### src/rtl/eth_tx_frame_reader.sv
// Pops {last, byte} words from a first-word-fall-through payload FIFO and replays them as an AXI-Stream
// frame. Frames are capped at MAX_FRAME_LEN beats and separated by IFG_CYCLES idle cycles.
module eth_tx_frame_reader #(
  parameter int DATA_WIDTH    = 8,
  parameter int MAX_FRAME_LEN = 1518,
  parameter int IFG_CYCLES    = 12,
  parameter int LEN_WIDTH     = 11
) (
  input  logic                  clk,
  input  logic                  rst_n,
  input  logic [DATA_WIDTH:0]   fifo_dout,
  input  logic                  fifo_empty,
  output logic                  fifo_rd_en,
  output logic [DATA_WIDTH-1:0] m_axis_tdata,
  output logic                  m_axis_tvalid,
  input  logic                  m_axis_tready,
  output logic                  m_axis_tlast,
  output logic                  m_axis_tuser,
  output logic                  frame_done,
  output logic [LEN_WIDTH-1:0]  frame_len,
  output logic                  err_oversize,
  output logic                  err_underrun
);

  localparam int IFG_W = (IFG_CYCLES > 1) ? $clog2(IFG_CYCLES) : 1;
  localparam logic [IFG_W-1:0]     IFG_LAST = IFG_W'((IFG_CYCLES > 0) ? IFG_CYCLES - 1 : 0);
  localparam logic [LEN_WIDTH-1:0] MAX_LEN  = LEN_WIDTH'(MAX_FRAME_LEN);

  typedef enum logic [2:0] {
    ST_IDLE  = 3'd0,
    ST_SEND  = 3'd1,
    ST_DRAIN = 3'd2,
    ST_LAST  = 3'd3,
    ST_IFG   = 3'd4
  } state_e;

  state_e                state_q;
  logic [LEN_WIDTH-1:0]  beat_cnt_q;
  logic [LEN_WIDTH-1:0]  frame_len_q;
  logic [IFG_W-1:0]      ifg_cnt_q;
  logic [DATA_WIDTH-1:0] tdata_q;
  logic                  tvalid_q;
  logic                  tlast_q;
  logic                  tuser_q;
  logic                  err_oversize_q;

  logic                  marker_s;
  logic                  out_free_s;
  logic                  rd_en_s;
  logic                  load_s;
  logic [LEN_WIDTH-1:0]  beat_cnt_inc_s;
  logic                  at_max_s;
  logic                  last_hs_s;

  // Pop/load decode; DRAIN pops without loading the output register.
  always_comb begin
    marker_s       = fifo_dout[DATA_WIDTH];
    out_free_s     = !tvalid_q || m_axis_tready;
    rd_en_s        = !fifo_empty && (((state_q == ST_SEND) && out_free_s) || (state_q == ST_DRAIN));
    load_s         = rd_en_s && (state_q == ST_SEND);
    beat_cnt_inc_s = beat_cnt_q + LEN_WIDTH'(1);
    at_max_s       = (beat_cnt_inc_s == MAX_LEN);
    last_hs_s      = tvalid_q && m_axis_tready && tlast_q;
  end

  assign fifo_rd_en    = rd_en_s;
  assign m_axis_tdata  = tdata_q;
  assign m_axis_tvalid = tvalid_q;
  assign m_axis_tlast  = tlast_q;
  assign m_axis_tuser  = tuser_q;
  assign err_oversize  = err_oversize_q;
  assign frame_done    = last_hs_s;
  // beat_cnt_q is frozen in LAST/DRAIN, so it is the length of the frame whose tlast is handshaking.
  assign frame_len     = last_hs_s ? beat_cnt_q : frame_len_q;
  assign err_underrun  = (state_q == ST_SEND) && (beat_cnt_q != {LEN_WIDTH{1'b0}}) &&
                         out_free_s && fifo_empty;

  // Output beat register and frame sequencing.
  always_ff @(posedge clk or negedge rst_n) begin
    if (!rst_n) begin
      state_q        <= ST_IDLE;
      beat_cnt_q     <= {LEN_WIDTH{1'b0}};
      frame_len_q    <= {LEN_WIDTH{1'b0}};
      ifg_cnt_q      <= {IFG_W{1'b0}};
      tdata_q        <= {DATA_WIDTH{1'b0}};
      tvalid_q       <= 1'b0;
      tlast_q        <= 1'b0;
      tuser_q        <= 1'b0;
      err_oversize_q <= 1'b0;
    end else begin
      err_oversize_q <= 1'b0;
      if (last_hs_s) begin
        frame_len_q <= beat_cnt_q;
      end

      if (load_s) begin
        tvalid_q <= 1'b1;
        tdata_q  <= fifo_dout[DATA_WIDTH-1:0];
        tlast_q  <= marker_s || at_max_s;
        tuser_q  <= !marker_s && at_max_s;
      end else if (out_free_s) begin
        tvalid_q <= 1'b0;
        tlast_q  <= 1'b0;
        tuser_q  <= 1'b0;
      end

      case (state_q)
        ST_IDLE: begin
          if (!fifo_empty) begin
            state_q    <= ST_SEND;
            beat_cnt_q <= {LEN_WIDTH{1'b0}};
          end
        end
        ST_SEND: begin
          if (load_s) begin
            beat_cnt_q <= beat_cnt_inc_s;
            // A marker on exactly the last allowed beat is a normal frame end.
            if (marker_s) begin
              state_q <= ST_LAST;
            end else if (at_max_s) begin
              err_oversize_q <= 1'b1;
              state_q        <= ST_DRAIN;
            end
          end
        end
        ST_DRAIN: begin
          if (rd_en_s && marker_s) begin
            state_q <= ST_LAST;
          end
        end
        ST_LAST: begin
          if (out_free_s) begin
            ifg_cnt_q <= {IFG_W{1'b0}};
            state_q   <= (IFG_CYCLES == 0) ? ST_IDLE : ST_IFG;
          end
        end
        ST_IFG: begin
          if (ifg_cnt_q == IFG_LAST) begin
            state_q <= ST_IDLE;
          end else begin
            ifg_cnt_q <= ifg_cnt_q + IFG_W'(1);
          end
        end
        default: begin
          state_q <= ST_IDLE;
        end
      endcase
    end
  end

endmodule
### config.mk
export PLATFORM = sky130hd
export DESIGN_NAME = eth_tx_frame_reader
export DESIGN_NICKNAME = d
export VERILOG_FILES = /design/src/rtl/eth_tx_frame_reader.sv
export SDC_FILE = /design/constraint.sdc
export NUM_CORES = 1
export LEC_CHECK = 0
export CAP_MARGIN = 20
export CORE_ASPECT_RATIO = 0.75
export CORE_MARGIN = 2
export CORE_UTILIZATION = 50
export CTS_BUF_LIST = sky130_fd_sc_hd__clkbuf_8
export DETAILED_ROUTE_END_ITERATION = 8
export PLACE_DENSITY = 0.84
export SYNTH_ARGS = -nofsm -noshare
export SYNTH_HDL_FRONTEND = slang
export SYNTH_SLANG_ARGS = --single-unit
### constraint.sdc
create_clock -name clk -period 1.9 [get_ports clk]
set_input_delay 0.475 -clock clk [delete_from_list [all_inputs] [get_ports clk]]
set_output_delay 0.475 -clock clk [all_outputs]
set_load 0.01 [all_outputs]
==> results.md <==
- Run status: finished, violations left
- Failing checks: setup timing
- Core ar.: just under 4000 um^2
- Post-detail-place hpwl: between 3000 and 4000 um
- WHS: around 0.23 ns
- Sequential-to-total area share from yosys stat: roughly half
- Final Cycle Share: 104%
- Tmin final: approximately 2.0 ns
- Final Hold Viols: 0
- Synth Area in Compound Gates: between 15 and 20%
- Synth Area in Adders: 2.46%
- First-pass GRT wire length: about 8600 um
- # hold bufs at CTS: 0
- Die Ht: between 50 and 60 um
- Antenna-violating nets left: 0
- Mux cell area share after synthesis: a little under a tenth
- Yosys Warn Count: 0
- WL per Instance: between 15 and 20 um
- RSZ-0062 raised after global routing: true
- Antenna violations before repair: 0
- Syn Nets: 212
- PortBufs: 38
- Worst hold path class: in2async
- 1st-iter DRT viols: 65
- Fin. max-slew vios: 0
- Arr. time, crit path: 1.50 ns
- Largest net degree at the start of global routing: 42
- Maxcap violations: 0
- CP max FO: 2
- Final std cells w/o fill: roughly 320
- CP Class: reg2out
- Clock transition at path regs: ~0.080 ns
- DIE AREA: about 4600 um^2
- Gr usage total: roughly a quarter
- Critical Path Source Type: flop
- CTS Sinks: slightly above 40
- Mean Syn Cell Area: roughly 10 um^2
- Via count: 1805
- Top_reg_cell synth: dfrtp_1
- Post-synth ARST share: 100%
- Fmax: about 0.51 GHz
- Cts bufs inserted: 5
- Peak supply drop: 0.923 mV
- Placed insts: approximately 300
- P_leak: roughly 1.4 nW
- Critical path endpoint category: primary output
- Netlist cell types: 42
- Root buffer cell: clkbuf_8
- Die W: 77.6 um
- Drt first pass iters: 4
- Post-synth EDFFs: 0
- Max transition margin: between 60% and 70%
- Ports: 39
- Actual slew at the worst max-slew pin: 0.518 ns
- Fin nets: 284
- Area Overhead vs Synth: 46.5%
- Pwr dens: 1160 nW/um^2
- Worst skew pair latency: 0.30 ns
- Floorplan row count: 20
- Post-Synth XOR/XNOR Area: less than 1%
- Via count of the first global-routing pass: between 1500 and 2000
- Total number of H-tree levels: 2
- Setup ws final: -0.0798 ns
- Final instance area: 2980 um^2
- Post-DR vias/cell: 5.61
- Total gr overflow: 0
- # DRC: 0
- Initial Util: slightly above 50%
- Setup-failing EPs final: 8
- Critical Path RT: 1.42 ns
- Layout cells sized above 1: 36.7%
- Total Wirelength: roughly 5200 um
- Gp weighted congestion: 0.828
- Cells after Synth: ~200
- Longest Clk Path Bufs: 2
- Flops & latches, synth: 41
- Post-DP Area: ~2700 um^2
- Synth Cell Area: roughly 2000 um^2
- Ant diodes: 0
- Setup TNS: -0.123 ns
- Largest family of logic cells by synthesized area: compound AO/OA/AOI/OAI gates
- Synth Area in Simple Gates: 15.8%
- Worst-case clock skew: ~0.0096 ns
- CTS tree: done
cell usage after synthesis (all sizes together) (2+ instances only):
master / instances / area share [%]
dfrtp: 41 / 50
o41ai: 4 / 1.7
xor2: 2 / 0.86
inv: 9 / 1.7
clkbuf: 3 / 0.55
and4b: 2 / 0.98
mux2: 16 / 8.9
o31ai: 4 / 1.5
nor2b: 2 / 0.62
buf: 7 / 2.0
nor2: 11 / 2.2
a31oi: 4 / 2.3
a41oi: 2 / 0.86
nor4: 3 / 0.92
ha: 4 / 2.5
o21ai: 24 / 5.9
a21oi: 5 / 1.4
nand2: 19 / 3.5
nand2b: 4 / 1.2
a22o: 2 / 0.86
nand4: 4 / 1.2
nand3: 8 / 2.2
o21bai: 2 / 0.74
nor3: 3 / 0.98
layout by cell type (no fill, tap or decap), types with 2 or more instances in the layout:
master	netlist	routed
o41ai_1	4	4
buf_6	0	12
clkbuf_8	0	6
o21bai_1	2	2
nor3_1	2	2
nor2b_1	2	2
nand4_1	4	4
ha_1	4	3
nand3_1	7	6
clkdlybuf4s50_1	0	22
nor4_2	0	2
mux2_4	0	7
o21ai_1	1	4
buf_2	5	6
o31ai_1	4	4
and4b_1	2	2
inv_1	9	9
nand3_4	0	2
nor2_1	10	10
xor2_1	2	2
a31oi_4	1	2
nand2b_1	4	3
buf_12	0	3
o21ai_0	23	17
dfrtp_1	41	40
a22o_1	2	2
mux2_2	16	9
a21oi_1	4	4
buf_4	2	29
o21ai_2	0	2
nand2_1	19	17
layer usage:
metal / GRT usage, % / part of all wire (%) / routed length (um)
met1: 32.4 / 44 / 2310
met2: 37.7 / 48 / 2470
met3: 6.10 / 5.9 / 307
met4: 12.8 / 2.0 / 106
met5: 0 / 0 / 0
where the power goes:
group,switching [mW],internal (mW)
clock,0.301,0.287
combinational,0.770,0.865
sequential,0.161,1.08
path summary, 6_finish.rpt:
path	from	endpoint	slack [ns]	cells past startpoint
max in group asynchronous	rst_n	m_axis_tvalid	1.29	2
max	beat_cnt_q[7]	err_underrun	-0.08	4
min in group clk	frame_len_q[1]	frame_len_q[1]	0.48	2
max reg2reg	beat_cnt_q[1]	state_q[0]	0.02	8
min reg2reg	frame_len_q[1]	frame_len_q[1]	0.48	2
min	rst_n	m_axis_tdata[6]	0.23	2
state kept, by name, summed over array words and instances (netlist names):
signal and flops:
frame_len_q 11, m_axis_tvalid 1, m_axis_tuser 1, state_q 3
m_axis_tdata 8, beat_cnt_q 11, err_oversize 1, ifg_cnt_q 4
m_axis_tlast 1
critical path, stage by stage (launching register included):
cell and delay, ns:
dfrtp_1 0.40, nor4_2 0.32, and4b_1 0.30, nor4_2 0.05, buf_2 0.14
kinds of logic (layout without fill, tap and decap cells):
| group | count (synthesis) | count (layout) |
|---|---|---|
| and+or+nand+nor | 61 | 61 |
| muxes | 17 | 17 |
| buffers and inverters | 19 | 91 |
| xor gates and xnor gates | 2 | 2 |
| adders and majority gates | 4 | 4 |
| DFF | 41 | 41 |
| AOI/OAI and AO/OA | 51 | 51 |
layout make-up:
type	instances	area, um^2
Multi-Input combinational cell	135	1070
Sequential cell	41	1030
Timing Repair Buffer	75	692
Clock inverter	1	7.51
Fill cell	259	1000
Tap cell	55	68.8
Inverter	9	33.8
Clock buffer	6	82.6
what timing repair did:
action / in CTS / in global routing
setup endpoints to repair: 18 / 20
pin swaps: 6 / 7
setup buffers: 4 / 5
gates cloned: 1 / 0
gates resized for setup: 83 / 26
stage by stage:
step	power (mW)	utilization, %	worst slack [ns]
3_3_place_gp	2.63	66.9	-0.624
2_1_floorplan	1.95	-	0.0870
4_1_cts	3.33	72.5	-0.0964
5_1_grt	3.68	74.9	-0.169
3_5_place_dp	2.68	66.9	-0.663
6_report	3.46	74.9	-0.0798
Power figures use the tool's default switching activity.
